### src/rtl/vpu_pkg.sv
// vpu_pkg: shared vector-unit constants and sequencer state encoding
package vpu_pkg;
  localparam int MAX_VL  = 8;
  localparam int IDX_W   = 3;
  localparam int VLR_W   = 32;
  localparam int RADDR_W = 5;
  typedef enum logic [2:0] {IDLE, READ, EXEC, WRITE, DONE} state_e;
endpackage

### src/rtl/vseq_elem_counter.sv
// vseq_elem_counter: element index counter with load-zero, increment and last flag
module vseq_elem_counter
  import vpu_pkg::*;
(
  input  logic             clk,
  input  logic             rst,
  input  logic             clr,
  input  logic             inc,
  input  logic [IDX_W:0]   vl_eff,
  output logic [IDX_W-1:0] idx,
  output logic             last
);
  logic [IDX_W-1:0] idx_q, idx_d;
  assign idx  = idx_q;
  assign last = {1'b0, idx_q} == vl_eff - 1'b1;
  // hold on the last element so the index never leaves the valid lane range
  always_comb idx_d = clr ? '0 : (inc && !last) ? idx_q + 1'b1 : idx_q;
  // index register
  always_ff @(posedge clk or posedge rst)
    if (rst) idx_q <= '0;
    else     idx_q <= idx_d;
endmodule

### src/rtl/vector_exec_sequencer.sv
// vector_exec_sequencer: orders read, execute and per-element write-back for one vector instruction
module vector_exec_sequencer
  import vpu_pkg::*;
(
  input  logic               clk,
  input  logic               pc_rst,
  input  logic               instr_valid,
  output logic               instr_ready,
  input  logic [VLR_W-1:0]   vlr,
  input  logic [RADDR_W-1:0] vd,
  output logic               rd_ena,
  input  logic               rd_done,
  output logic               ex_ena,
  input  logic               ex_done,
  output logic               wb_we,
  output logic [IDX_W-1:0]   wb_idx,
  output logic [RADDR_W-1:0] wb_addr,
  output logic [IDX_W:0]     vl_eff,
  output logic               seq_busy,
  output logic               seq_done
);
  state_e             state_q, state_d;
  logic [RADDR_W-1:0] vd_q, vd_d;
  logic [IDX_W:0]     vl_q, vl_d;
  logic               clr, last;
  assign instr_ready = state_q == IDLE;
  assign rd_ena      = state_q == READ;
  assign ex_ena      = state_q == EXEC;
  assign wb_we       = state_q == WRITE;
  assign seq_done    = state_q == DONE;
  assign seq_busy    = state_q != IDLE;
  assign wb_addr     = vd_q;
  assign vl_eff      = vl_q;
  vseq_elem_counter u_cnt (
    .clk    (clk),
    .rst    (pc_rst),
    .clr    (clr),
    .inc    (wb_we),
    .vl_eff (vl_q),
    .idx    (wb_idx),
    .last   (last)
  );
  // next state, operand latching and counter clear; full-width clamp avoids wrap of large vlr
  always_comb begin
    state_d = state_q;
    vd_d    = vd_q;
    vl_d    = vl_q;
    clr     = 1'b0;
    case (state_q)
      IDLE: if (instr_valid) begin
        vd_d    = vd;
        vl_d    = (vlr > VLR_W'(MAX_VL)) ? (IDX_W+1)'(MAX_VL) : vlr[IDX_W:0];
        state_d = (vlr == '0) ? DONE : READ;
      end
      READ:  if (rd_done) state_d = EXEC;
      EXEC:  if (ex_done) begin
        state_d = WRITE;
        clr     = 1'b1;
      end
      WRITE: if (last) state_d = DONE;
      DONE:  state_d = IDLE;
      default: state_d = IDLE;
    endcase
  end
  // state and latched instruction fields
  always_ff @(posedge clk or posedge pc_rst)
    if (pc_rst) begin
      state_q <= IDLE;
      vd_q    <= '0;
      vl_q    <= '0;
    end else begin
      state_q <= state_d;
      vd_q    <= vd_d;
      vl_q    <= vl_d;
    end
endmodule
### config.mk
export PLATFORM = sky130hd
export DESIGN_NAME = vector_exec_sequencer
export DESIGN_NICKNAME = d
export VERILOG_FILES = /design/src/rtl/vpu_pkg.sv /design/src/rtl/vseq_elem_counter.sv /design/src/rtl/vector_exec_sequencer.sv
export SDC_FILE = /design/constraint.sdc
export NUM_CORES = 1
export LEC_CHECK = 0
export ABC_AREA = 1
export CAP_MARGIN = 30
export CORE_MARGIN = 1
export CORE_UTILIZATION = 34
export DETAILED_ROUTE_END_ITERATION = 8
export GPL_ROUTABILITY_DRIVEN = 0
export PLACE_DENSITY = 0.87
export SLEW_MARGIN = 40
export SYNTH_ARGS = -nofsm -noshare
export SYNTH_HDL_FRONTEND = slang
export SYNTH_SLANG_ARGS = --single-unit
### constraint.sdc
create_clock -name clk -period 1.4 [get_ports clk]
set_input_delay 0.35 -clock clk [delete_from_list [all_inputs] [get_ports clk]]
set_output_delay 0.35 -clock clk [all_outputs]
set_load 0.005 [all_outputs]
After elaboration in Yosys (flattened, before gate mapping)
Cells that the tools add are included.

cells by class
  add/sub/neg operators = 2
  reductions and logical operators = 8
  muxes and demuxes = 11
  order comparisons = 1
  equality and inequality tests = 9

operators by type and width
  kind                                                                              number
  32-bit by 4-bit greater-than comparator with 1-bit output, second input constant  1
  32-bit logical NOT                                                                1
  3-bit 2-to-1 mux                                                                  7
  3-bit case mux with 4 select lines                                                1
  3-bit by 2-bit == test with 1-bit output, second input constant                   2
  3-bit by 4-bit == test with 1-bit output                                          1
  4-bit 2-to-1 mux                                                                  1
  2-bit by 1-bit inequality test with 1-bit output, second input constant           2
  2-bit inequality test, second input constant                                      2
  4-bit AND reduction                                                               1
  4-bit by 1-bit subtractor with 4-bit output, second input constant                1
  3-bit by 1-bit adder with 3-bit output, second input constant                     1
  3-bit by 1-bit == test with 1-bit output, second input constant                   1
  3-bit == test, second input constant                                              1
  3-bit logical NOT                                                                 1
  3-bit nonzero test                                                                1
  1-bit 2-to-1 mux                                                                  2
  2-bit AND reduction                                                               1
  2-bit nonzero test                                                                1
  1-bit logical AND                                                                 1
  1-bit logical NOT                                                                 1

storage, ports and cells
  register bits after elaboration = 15
  input port bits = 42

Logic depth before layout (Yosys ltp)
Gate-level depths: netlist (run 1).

  word-level depth = 6
  depth in mapped cells = 12
  mapped depth without buffers = 12

Modules after synthesis
From an unflattened synthesis (run 1), not the netlist that was laid out.

second synthesis, totals
  cells, all modules = 157
  area, all modules = 1068.5 µm²

modules (own cells, without submodules)
  module                 cells an instance  area an instance (µm²)  times used
  vector_exec_sequencer  114                783.3                   1
  vseq_elem_counter      43                 285.3                   1

Worst setup path after synthesis (run 1)
Ideal clock, no wire load.

  path type = register -> register
  from = register vl_q[0] (netlist: vl_eff[0])
  to = register state_q[1]
  path slack = -105 ps
  stages on the path, launching flop included = 10
  period minus slack after synthesis = 1505 ps
  buffers on the path = 0
  data arrival time = 1388 ps
  path through = dfrtp_1 > inv_1 > ha_1 > xnor2_1 > nor2_1 > nand3_1 > nand2_4 > inv_2 > nor2_1 > nand2_1

between the ends
  cells in the longest elaborated chain, start to end = 4

RTL lines
  item                                         line                         source
  from (decl)                                  vector_exec_sequencer.sv:24  logic [IDX_W:0] vl_q, vl_d;
  from (signal assigned)                       vector_exec_sequencer.sv:74  vl_q <= vl_d;
  4-bit by 1-bit subtractor with 4-bit output  vseq_elem_counter.sv:15      assign last = {1'b0, idx_q} == vl_eff - 1'b1;
  3-bit by 4-bit == test with 1-bit output     vseq_elem_counter.sv:15
  2-bit inequality test (no source line)       -
  4-bit AND reduction (no source line)         -
  to (signal assigned)                         vector_exec_sequencer.sv:72  state_q <= state_d;
  to (decl)                                    vector_exec_sequencer.sv:22  state_e state_q, state_d;

No other way between the ends.
A chain may end at the register's enable or synchronous reset.

Worst setup path after layout (run 1)
Same ends and word-level chain as after synthesis.

==> impl_metrics.yaml, run 1 <==
die:
  io-pin-count: 60
  fp-row-count: 19
  core_area_um2: 2780
  floorplan.die.width_um: 56.6
  die-area_um2: 3200
  floorplan.initialDensity_pct: 36.4
  die-height_um: 56.6
grt:
  grt_use_met2_pct: 40.3
  globalRouteTotalUtil_pct: 21.7
  overflow: 0
  antenna_found_initial: 0
  grt.busiest_layer: "met2"
  grt_use_met1_pct: 21.8
  met3_usage_pct: 5.30
  grt_pass1_vias: 1325
  global_route_wire_length_before_repair_um: 5320
  pin_count_of_the_biggest_net_entering_global_routing: 16
timing:
  finalSetupViolCount: 19
  worst_pin_slew_ps: 215
  timing.slew.headroom_pct: 85.5
  fin_ws_ps: -227
  clock.fmax_mhz: 615
  portion_of_the_clock_cycle_consumed_by_the_worst_path_in_the_final_layout_pct: 116
  minimum_clock_period_ps: 1630
  worst_clock_skew_ps: 8.78
  timing.setup.tns_ps: -2140
  timing.hold.ws_ps: 335
  slew_viol_final: 0
  rsz0062_at_grt: "yes"
  final_hold_viol_count: 0
place:
  port_buffers: 59
  placedCellCount: 253
  detailed_place_hpwl_um: 2210
critical_path:
  worst-path-max-fanout: 5
  critPathLaunchType: "register"
  timing.setup.critical_path_class: "register to register"
  slowest_stage: "dfrtp_1"
  critPathArrivalTime_ps: 1830
  largest_incremental_delay_on_the_critical_path_ps: 410
  cp_data_required_time_ps: 1600
  end_kind: "register"
  path_cells: "buf_6, inv_4, ha_4, xnor2_1, nor2_1, nand3_2, nand2_4, inv_2, nor2_2, nand2_1"
power:
  p_per_area_nw_per_um2: 1540
  totalPowerFinal_mw: 3.23
  p_clk_share_pct: 8.4
  p_switching_mw: 1.35
  power.share.combinational_pct: 70.9
  switching_share_pct: 41.9
  max_rail_drop_vdd_uv: 1340
  power.sequential.fraction_pct: 20.7
  p_leak_nw: 1.03
  internal_power_summed_over_all_cells_mw: 1.88
synthesis:
  synthTopCellsByArea: "dfrtp_1 (37%), nand2_1 (19%), nor2_1 (12%)"
  flip_flop_cell_with_the_highest_count_after_synthesis: "dfrtp_1"
  synth_seq_cells: 15
  synth_most_common_cell: "nand2_1"
  postSynthNetCount: 195
  post_synth_most_frequent_cells: "nand2_1 (50), nor2_1 (32), dfrtp_1 (15)"
  asyncSetResetFlopFracSynth_pct: 100
  synth-edff-count: 0
  synth_top_cell_by_area: "dfrtp_1"
  seq_area_frac_synth_pct: 37.1
  yosys_warnings: 0
  synthDistinctLibCells: 26
  netlist_instances: 151
  post-synth-top-area-fraction_pct: 37.1
  netlist_area_um2: 1010
  avgSynthCellArea_um2: 6.70
route:
  detailedRoute.firstIterationViolations: 28
  avgRoutedWirePerCell_um: 13.3
  post-route-drc-count: 0
  num_vias: 1381
  drtAntennaViolNets: 0
  firstDrtPassIters: 6
  wirelength_um: 3770
  post_drt_via_cell_ratio: 4.88
cts:
  tritoncts_clock_tree: "yes"
  clock_latency_ps: 310
  clk_transition_reported_paths_ps: 100
  cts_hold_buffers: 0
  cts_root_buf: "clkbuf_4"
  cts_made_buffers: 3
  htreeDepth: 1
  cts_max_path_buffers: 2
  cts.sinks: 15
finish:
  layout.cells.non_filler: 283
  final_core_utilization_pct: 75.3
  area_growth_pct: 107
  drive_above_1_share_pct: 36.1
  n_antenna_cell: 0
  finalNetCount: 297
outcome:
  violations: "negative setup slack"
  outcome: "finished with violations"
worst_hold_path:
  worstHoldPathType: "primary input to asynchronous set/reset pin"
flow_run:
  max_cap_viol_count: 0
[through the flow]
step	area, um2	setup WS, ps
after CTS	1940	-128
after global placement	1750	-174
after detailed placement	1750	-206
final	2090	-227
after floorplan	1030	2.20
after global routing	2090	-295
[final cells by class]
class,instances,area [um2]
Timing Repair Buffer,98,896
Clock buffer,4,26.3
Multi-Input combinational cell,116,674
Tap cell,31,38.8
Inverter,19,82.6
Sequential cell,15,375
Fill cell,184,688
[state kept, by name (all words and copies together), names as in the netlist]
register   cells
state_q        3
u_cnt.idx      3
vl_eff         4
wb_addr        5
[worst max-delay path, delay by kind of cell (launching register included)]
| kind | cells | cell delay (ps) |
|---|---|---|
| simple gates | 5 | 580 |
| flops | 1 | 410 |
| buf+inv | 3 | 230 |
| fa+ha+maj | 1 | 190 |
| xor+xnor | 1 | 110 |
[power by group through the flow]
stage | Clock (mW) | Combinational [mW] | Sequential (mW)
after global placement | 0 | 1.41 | 0.694
final | 0.273 | 2.29 | 0.669
after detailed placement | 0 | 1.45 | 0.703
after global routing | 0.301 | 2.42 | 0.675
after CTS | 0.256 | 1.80 | 0.647
after floorplan | 0 | 0.681 | 0.694
[path summary, 6_finish.rpt]
kind	from	endpoint	slack, ps	cells past startpoint
max	vl_eff[0]$_DFFE_PP0P_	state_q[1]$_DFFE_PP0P_	-230	10
min	pc_rst	state_q[2]$_DFFE_PP0P_	340	3
max reg2reg	vl_eff[0]$_DFFE_PP0P_	state_q[1]$_DFFE_PP0P_	-230	10
min reg2reg	wb_addr[4]$_DFFE_PP0P_	wb_addr[4]$_DFFE_PP0P_	490	2
max in group asynchronous	pc_rst	vl_eff[0]$_DFFE_PP0P_	880	3
min in group clk	wb_addr[4]$_DFFE_PP0P_	wb_addr[4]$_DFFE_PP0P_	490	2
[timing repair]
action | 4_1_cts | 5_1_grt
gates resized for setup | 54 | 35
setup buffers | 21 | 10
pin swaps | 6 | 16
setup endpoints to repair | 22 | 23
[layout by cell type (no fill, tap or decap), types with 3 or more instances in the layout]
cell / count
clkdlybuf4s50_1: 41
nand2_1: 39
nor2_1: 29
buf_4: 25
buf_6: 16
dfrtp_1: 15
nand2_2: 11
dlygate4sd2_1: 10
inv_1: 8
inv_2: 7
nand3_1: 4
buf_2: 4
nand3_2: 3
nand3_4: 3
clkbuf_4: 3
[metal layers]
| layer | vias up | share of wire (%) |
|---|---|---|
| li1 | 674 | - |
| met1 | 620 | 37 |
| met2 | 73 | 53 |
| met3 | 14 | 6.4 |
| met4 | 0 | 4.0 |
| met5 | - | 0 |
[logic make-up after synthesis]
| family | after synthesis | synth area share, % |
|---|---|---|
| compound gates | 8 | 4.33 |
| xor+xnor | 3 | 2.60 |
| fa+ha+maj | 2 | 2.47 |
| buf+inv | 20 | 7.91 |
| flops | 15 | 37.1 |
| simple gates | 103 | 45.6 |
Note: power is estimated with default switching activity, not from simulation.
==> run 2, diff against run 1 <==
Settings changed: GPL_TIMING_DRIVEN set to 0, PLACE_DENSITY 0.87 to 0.85, SYNTH_HIERARCHICAL set to 1.
==> run 2 against run 1 <==
- the flow finishes with violations (design-rule violations, negative setup slack)
- core utilization shrank 0.66 points
- global-route usage shrank 3.0 points
- synthesized area grew 5.6%
- critical path type is now register to output port
- highest routed layer unchanged
==> impl_metrics.yaml, run 2 <==
synthesis:
  postSynthNetCount: 201
  synthAdderAreaFrac_pct: 2.34
  synth_top_cell_by_area: "dfrtp_1"
  avgSynthCellArea_um2: 6.81
  yosys_warnings: 6
  synthDistinctLibCells: 27
  asyncSetResetFlopFracSynth_pct: 100
  post-synth-top-area-fraction_pct: 35.1
  combinational_family_with_the_most_area_after_synthesis: "simple AND/OR/NAND/NOR gates"
  synthSimpleGateAreaFrac_pct: 47.0
  synthXorXnorAreaFrac_pct: 1.64
  synthTopCellsByArea: "dfrtp_1 (35%), nand2_1 (19%), nor2_1 (8.4%)"
  seq_area_frac_synth_pct: 35.1
  multiplexer_share_of_the_synthesized_area_pct: 0
  netlist_area_um2: 1070
  synth-edff-count: 0
  flip_flop_cell_with_the_highest_count_after_synthesis: "dfrtp_1"
  synth_most_common_cell: "nand2_1"
  synth_compound_area_share_pct: 4.10
  post_synth_most_frequent_cells: "nand2_1 (55), nor2_1 (24), inv_1 (20)"
  netlist_instances: 157
  synth_seq_cells: 15
outcome:
  outcome: "finished with violations"
  violations: "design-rule violations, negative setup slack"
flow_run:
  max_cap_viol_count: 0
cts:
  clk_transition_reported_paths_ps: 90
  cts_root_buf: "clkbuf_4"
  clock_latency_ps: 280
  cts.sinks: 15
  cts_max_path_buffers: 2
  htreeDepth: 1
  tritoncts_clock_tree: "yes"
  cts_made_buffers: 3
finish:
  layout_commonest_cell: "nand2_1"
  area_growth_pct: 101
  finalNetCount: 300
  largest_reg_flops: 5
  final_core_utilization_pct: 74.6
  drive_above_1_share_pct: 36.5
  fillCellCount: 223
  most-common-layout-cells: "nand2_1 (46), clkdlybuf4s50_1 (43), buf_4 (29), nor2_1 (21), inv_1 (14)"
  n_antenna_cell: 0
  layout.cells.non_filler: 297
  layout.cell_area.non_filler_um2: 2150
route:
  avgRoutedWirePerCell_um: 10.9
  firstDrtPassIters: 8
  post-route-drc-count: 1
  wirelength_um: 3220
  drtAntennaViolNets: 0
  detailedRoute.firstIterationViolations: 18
  num_vias: 1340
  post_drt_via_cell_ratio: 4.51
timing:
  fin_ws_ps: -265
  worst_clock_skew_ps: 3.18
  timing.slew.headroom_pct: 68.4
  slew_viol_final: 0
  final_hold_viol_count: 0
  portion_of_the_clock_cycle_consumed_by_the_worst_path_in_the_final_layout_pct: 119
  timing.setup.tns_ps: -2740
  worst_pin_slew_ps: 474
  minimum_clock_period_ps: 1660
  finalSetupViolCount: 23
  clock.fmax_mhz: 601
  rsz0062_at_grt: "yes"
power:
  p_per_area_nw_per_um2: 1500
  p_leak_nw: 1.07
  max_rail_drop_vdd_uv: 1280
  totalPowerFinal_mw: 3.22
critical_path:
  critical_path.n_buffers_inverters: 2
  largest_incremental_delay_on_the_critical_path_ps: 490
  cp_data_required_time_ps: 1050
  worst-path-max-fanout: 3
  slowest_stage: "clkdlybuf4s50_1"
  path_cells: "buf_4, clkdlybuf4s50_1"
  cp_top_delay_family: "buffers and inverters"
  end_kind: "output port"
  critPathArrivalTime_ps: 1310
  critPathLaunchType: "register"
  timing.setup.critical_path_class: "register to output port"
worst_hold_path:
  worstHoldPathType: "primary input to asynchronous set/reset pin"
die:
  die-area_um2: 3370
  fp-row-count: 19
  io-pin-count: 60
  core_area_um2: 2880
  die-height_um: 58.1
  floorplan.initialDensity_pct: 37.1
  floorplan.die.width_um: 58.1
place:
  placedCellCount: 258
  port_buffers: 59
  detailed_place_hpwl_um: 2140
  postPlaceCellArea_um2: 1730
grt:
  global_route_wire_length_before_repair_um: 4830
  grt_pass1_vias: 1205
  antenna_found_initial: 0
  overflow: 0
  globalRouteTotalUtil_pct: 18.8
  pin_count_of_the_biggest_net_entering_global_routing: 13
run 2: changes by cell type after synthesis, moves of 3 or more:
cell and change:
nor2_1 -8, nand2_1 +5, o22ai_1 -3, inv_1 +10
run 2: kinds of logic after synthesis:
family,after synthesis
XOR/XNOR,2
buffers and inverters,26
flip-flops,15
adder cells (fa/ha/maj),2
AO/OA/AOI/OAI,6
AND/OR/NAND/NOR,106
run 2: layer usage:
| metal | vias to the layer above | share of wire (%) | global-route usage, % |
|---|---|---|---|
| met5 | - | 0 | 0 |
| met4 | 0 | 1.6 | 4.42 |
| met3 | 9 | 6.9 | 4.24 |
| met2 | 62 | 52 | 35.6 |
| met1 | 596 | 39 | 21.0 |
| li1 | 673 | - | - |
run 2: repair_timing:
| action | CTS | global route |
|---|---|---|
| gates cloned | 0 | 1 |
| pin swaps | 13 | 16 |
| gates resized for setup | 52 | 27 |
| endpoints found under the setup margin | 24 | 23 |
| hold buffers | 0 | 0 |
| setup buffers | 24 | 11 |
run 2: report_power, final:
part | leakage (nW) | internal [mW] | switching (mW)
Clock | 0.0150 | 0.111 | 0.138
Sequential | 0.187 | 0.587 | 0.114
Combinational | 0.868 | 1.26 | 1.01
Total | 1.07 | 1.96 | 1.26
run 2: worst reg2reg max path, delay by kind of cell, from the launching register on:
kind | cells | cell delay [ps]
adder cells (fa/ha/maj) | 1 | 120
flip-flops | 1 | 420
AO/OA/AOI/OAI | 1 | 140
buffers and inverters | 3 | 150
AND/OR/NAND/NOR | 8 | 730
run 2: path summary, 6_finish.rpt:
kind,from,to,slack (ps),cells after the start
setup / recovery,vl_eff[1]$_DFFE_PP0P_,vl_eff[1],-260,2
hold / removal,pc_rst,u_cnt/idx[2]$_DFFE_PP0P_,250,2
setup reg to reg,vl_eff[1]$_DFFE_PP0P_,state_q[2]$_DFFE_PP0P_,-260,13
hold reg to reg,wb_addr[4]$_DFFE_PP0P_,wb_addr[4]$_DFFE_PP0P_,490,2
max in group asynchronous,pc_rst,state_q[1]$_DFFE_PP0P_,650,2
min in group clk,wb_addr[4]$_DFFE_PP0P_,wb_addr[4]$_DFFE_PP0P_,490,2
run 2: per-stage QoR:
step	setup slack [ps]	hold slack (ps)
floorplan	-229	104
global placement	-331	454
detailed placement	-372	466
CTS	-257	252
global route	-325	253
finish	-265	248
run 2: cell type report:
| class | instances | area (um2) | share of cell area, % |
|---|---|---|---|
| clock buffers | 4 | 26.3 | 1.22 |
| inverters | 25 | 101 | 4.72 |
| repair buffers | 94 | 867 | 40.4 |
| plain buffers | 1 | 11.3 | 0.525 |
| flip-flops and latches | 15 | 379 | 17.7 |
| well taps | 42 | 52.6 | 2.45 |
| multi-input cells | 116 | 708 | 33.0 |
==> run 3, diff against run 2 <==
--- a/config.mk
+++ b/config.mk
@@ -9,3 +9,2 @@
 export CAP_MARGIN = 30
-export CORE_MARGIN = 1
 export CORE_UTILIZATION = 34
==> constraint.sdc (replaced) <==
create_clock -name clk -period 1.4 [get_ports clk]
set_input_delay 0.21 -clock clk [delete_from_list [all_inputs] [get_ports clk]]
set_output_delay 0.21 -clock clk [all_outputs]
set_load 0.005 [all_outputs]
==> run 3 against run 2 <==
- the run still ends with design-rule violations, negative setup slack left
- clock power is essentially flat
- highest routed layer unchanged
- critical path depth grew 1
- register-to-register slack gained 40 ps
- largest power group unchanged
- clock skew grew 1.7 ps
- core utilization shrank 2.0 points
- power shrank 1.7%
- sequential power grew 5.4%
- setup slack gained 30 ps
- die area is the same
- via count shrank 1.9%
- flip-flop and latch count is the same
- non-clock buffer count shrank 8
==> impl_metrics.yaml, run 3 (synthesis gave the netlist of run 2 again) <==
place:
  detailed_place_hpwl_um: 2140
  pre_cts_ws_ps: -372
  placedCellCount: 258
  postPlaceCellArea_um2: 1730
  port_buffers: 59
timing:
  minimum_clock_period_ps: 1630
  rsz0062_at_grt: "yes"
  timing.slew.headroom_pct: 68.9
  slew_viol_final: 0
  worst_pin_slew_ps: 466
  clock.fmax_mhz: 612
  finalSetupViolCount: 20
  timing.hold.ws_ps: 104
  worst_clock_skew_ps: 4.85
  portion_of_the_clock_cycle_consumed_by_the_worst_path_in_the_final_layout_pct: 117
  fin_ws_ps: -235
  final_hold_viol_count: 0
critical_path:
  worstReg2RegEnd: "state_q[2]$_DFFE_PP0P_"
  slowest_stage: "clkdlybuf4s50_1"
  rr_worst_depth: 10
  critPathArrivalTime_ps: 1420
  launch_instance_of_the_worst_register_to_register_path: "vl_eff[1]$_DFFE_PP0P_"
  largest_incremental_delay_on_the_critical_path_ps: 500
  r2r_setup_slack_ps: -220
  cp_top_delay_family: "buffers and inverters"
  cp_data_required_time_ps: 1190
  path_cells: "inv_2, nand2_4, clkdlybuf4s50_1"
  critical_path.n_buffers_inverters: 2
  critPathLaunchType: "register"
  timing.setup.critical_path_class: "register to output port"
  worst-path-max-fanout: 4
  end_kind: "output port"
finish:
  area_growth_pct: 95.4
  n_antenna_cell: 0
  most-common-layout-cells: "clkdlybuf4s50_1 (46), nand2_1 (45), nor2_1 (23), buf_4 (21), inv_1 (14)"
  layout.cell_area.non_filler_um2: 2090
  layout_commonest_cell: "clkdlybuf4s50_1"
  drive_above_1_share_pct: 32.4
  layout.cells.non_filler: 289
  finalNetCount: 292
  largest_reg_flops: 5
cts:
  cts.sinks: 15
  cts_max_path_buffers: 2
  cts_made_buffers: 3
  cts_hold_buffers: 0
  clock_latency_ps: 280
  htreeDepth: 1
  clk_transition_reported_paths_ps: 90
  tritoncts_clock_tree: "yes"
  cts_root_buf: "clkbuf_4"
route:
  detail_route.wirelength.met1_um: 1240
  drtAntennaViolNets: 0
  post_drt_via_cell_ratio: 4.55
  wirelength_um: 3040
  detailedRoute.firstIterationViolations: 21
  firstDrtPassIters: 6
  num_vias: 1315
  met3WireLength_um: 204
  top_layer: "met4"
  met2RoutedLength_um: 1580
  post-route-drc-count: 2
  avgRoutedWirePerCell_um: 10.5
flow_run:
  max_cap_viol_count: 0
outcome:
  outcome: "finished with violations"
  violations: "design-rule violations, negative setup slack"
power:
  max_rail_drop_vdd_uv: 1170
  p_per_area_nw_per_um2: 1520
  p_leak_nw: 1.05
grt:
  pin_count_of_the_biggest_net_entering_global_routing: 13
  antenna_found_initial: 0
  grt_pass1_vias: 1164
  global_route_wire_length_before_repair_um: 4750
  globalRouteTotalUtil_pct: 18.5
  overflow: 0
die:
  fp-row-count: 19
  io-pin-count: 60
  floorplan.die.width_um: 58.1
  floorplan.initialDensity_pct: 37.1
  core_area_um2: 2880
  die-height_um: 58.1
  die-area_um2: 3370
worst_hold_path:
  worstHoldPathType: "primary input to asynchronous set/reset pin"
-- run 3: cell count changes in the layout (fill, tap and decap cells not counted), moves of 2 or more --
cell / delta
inv_2: -2
nor2_1: +2
dlygate4sd2_1: -5
dlymetal6s2s_1: +3
clkdlybuf4s50_1: +3
nor2_2: -3
buf_4: -8
-- run 3: how the worst max path moves through the flow --
| stage | cells after the start | end | from |
|---|---|---|---|
| 2_1_floorplan | 10 | state_q[2]$_DFFE_PP0P_ | vl_eff[0]$_DFFE_PP0P_ |
| 3_3_place_gp | 11 | state_q[1]$_DFFE_PP0P_ | vl_eff[0]$_DFFE_PP0P_ |
| 3_5_place_dp | 11 | state_q[1]$_DFFE_PP0P_ | vl_eff[0]$_DFFE_PP0P_ |
| 4_1_cts | 11 | state_q[1]$_DFFE_PP0P_ | vl_eff[0]$_DFFE_PP0P_ |
| 5_1_grt | 11 | state_q[1]$_DFFE_PP0P_ | vl_eff[1]$_DFFE_PP0P_ |
| 6_report | 3 | seq_busy | state_q[0]$_DFFE_PP0P_ |
-- run 3: what timing repair did --
| item | 4_1_cts | 5_1_grt |
|---|---|---|
| endpoints found under the setup margin | 19 | 25 |
| buffers inserted | 20 | 9 |
| pin swaps | 13 | 15 |
| cloned | 0 | 1 |
| resized for setup | 46 | 30 |
-- run 3: worst reg2reg max path, stage by stage, from the launching register on --
cell and delay, ps:
dfrtp_1 410, inv_2 80, ha_4 210, xnor2_4 180, nor2_4 50, nand3_4 60
inv_2 30, or2_4 240, nand2_4 70, nor2_4 40, a21boi_2 140
-- run 3: where the power goes --
part           internal [mW]  total [mW]  switching (mW)
sequential             0.584       0.739           0.155
combinational           1.22        2.18           0.954
clock                  0.111       0.250           0.140
total                   1.92        3.17            1.25
-- run 3: layer usage --
metal / GRT usage [%] / vias to the layer above
li1: - / 659
met1: 20.9 / 593
met2: 35.0 / 58
met3: 4.46 / 5
met4: 4.08 / 0
met5: 0 / -
-- run 3: per-stage QoR --
| stage | util [%] | power [mW] | setup TNS (ps) |
|---|---|---|---|
| 2_1_floorplan | - | 1.49 | -657 |
| 3_3_place_gp | 60.2 | 2.09 | -1530 |
| 3_5_place_dp | 60.2 | 2.13 | -1650 |
| 4_1_cts | 68.3 | 2.86 | -1980 |
| 5_1_grt | 72.6 | 3.40 | -3120 |
| 6_report | 72.6 | 3.17 | -1840 |
-- run 3: layout make-up --
cell class	count	area, um2
multi-input combinational	116	701
timing repair buffer	86	811
sequential	15	378
tap	42	52.6
buffer	1	11.3
fill	226	788
clock buffer	4	26.3
inverter	25	109
==> patch (settings of run 1) <==
`RADDR_W`: 5 -> 6.
--- a/src/rtl/vpu_pkg.sv
+++ b/src/rtl/vpu_pkg.sv
@@ -4,5 +4,5 @@
   localparam int IDX_W   = 3;
   localparam int VLR_W   = 32;
-  localparam int RADDR_W = 5;
+  localparam int RADDR_W = 6;
   typedef enum logic [2:0] {IDLE, READ, EXEC, WRITE, DONE} state_e;
 endpackage
Interface: changed (resized vd and wb_addr); port bits go from 60 to 62. No check against the original RTL was run, so the function may have changed too.
==> patch against run 1 <==
- the flow finishes with violations (design-rule violations, negative setup slack)
- power increased by 8.5%
- global-route usage increased by 1.7 points
- setup slack got worse by 0.047 ns
- wire length increased by 26%
- design area increased by 6.9%
- area after synthesis increased by 2.5%
- non-clock buffer count decreased by 1
- sequential cell count increased by 1
- sequential share of layout area increased by 0.13 points
- critical path type is now reg -> out
==> patch: results (changes against run 1) <==
vias in the first global route 1,371 (+3.5%); grt met3 use 3.85% (-1.4 points); Min Hold Slack 0.343 ns (+0.00753 ns); outcome complete, but fails checks; critical-path maximum fanout 3 (-2); met1 WL 1790 um (+30%); routed len/inst 17.3 um (+30%); post-CTS sizing 68 (+26%); commonest cells in the netlist nand2_1, nor2_1, inv_1, dfrtp_1, nand3_1; Post-CTS Setup Bufs 18 (-14%); failing checks design-rule violations, negative setup slack; largest net degree at the start of global routing 17 (+1); Leakage 1.21 nW (+17%); fraction of area in multi-input gates 33.1% (+0.84 points); routed wire length 4760 um (+26%); sequential cell area share 18.1% (+0.13 points); setup ws final -0.274 ns (-0.0468 ns); Critical Path Start state_q[2]; number of multi-input logic gates 108 (-6.9%); R2R Path End state_q[0]; DRC Markers 4 (+4); # fillers 160 (-13%); sequential-to-total area share from yosys stat 38.6% (+1.5 points); skew final 0.00526 ns (-0.00352 ns); Initial DRC Count 39 (+39%); routed length on met3 278 um (+15%); Non-Clock Buffer Area Fraction 42.3% (-0.46 points); placed insts 250 (-1.2%); first-pass GRT wire length 5760 um (+8.3%); non-clock buffer count 97 (-1.0%); Placement Setup Slack -0.330 ns (-0.124 ns); Max IR drop VDD 1.39 mV (+3.7%); switching pwr 1.44 mW (+6.1%); nonclk inv count 20 (+1); count of endpoints failing setup in the final report 22 (+3); worst slew pin tran 0.524 ns (+0.309 ns); Clk. pwr 0.264 mW (-3%); R2R depth 9 (-1); GRT met2 Usage 42.7% (+2.4 points); setup total negative slack -3.86 ns (-1.72 ns); half-perimeter wire length after placement 2190 um (-1.2%); vias per std cell 5.24 (+7.4%); Largest register FFs 6 (+1); Worst EP arrival 1.32 ns (-0.51 ns); routed wl met2 2440 um (+22%); clk cell area share 1.01% (-0.25 points); synth unique cells 21 (-19%); GRT Total Usage 23.4% (+1.7 points); nets 291 (-2.0%); post-synth net total 189 (-3.1%); Worst setup endpoint seq_busy; Sw Share 41.0% (-0.91 points); cells taking the most area after synthesis dfrtp_1, nand2_1, nor2_1
patch: changes by cell type in the layout (fill, tap and decap cells not counted), sizes merged, moves of 5 or more:
cell           delta
dlymetal6s2s     +16
clkdlybuf4s50    -15
nand2             -9
mux2              +6
nor2              -5
patch: metrics by stage:
step | instance area [um^2] | util [%]
3_3_place_gp | 1800 | 63.7
6_report | 2240 | 79.1
2_1_floorplan | 1050 | -
5_1_grt | 2240 | 79.1
4_1_cts | 2010 | 70.9
3_5_place_dp | 1800 | 63.7
patch: logic make-up after synthesis:
logic type      count (synthesis)  share of synthesized area (%)
buf+inv                        21                           8.32
xor+xnor                        2                           1.69
fa+ha+maj                       2                           2.41
simple gates                   88                           36.2
mux                             6                           7.96
flops                          16                           38.6
compound gates                  9                           4.83
patch: critical path: stages, from the launching register on:
cell and delay [ns]:
dfrtp_2 0.44, buf_6 0.14, nor3_4 0.21, inv_1 0.09, buf_2 0.13
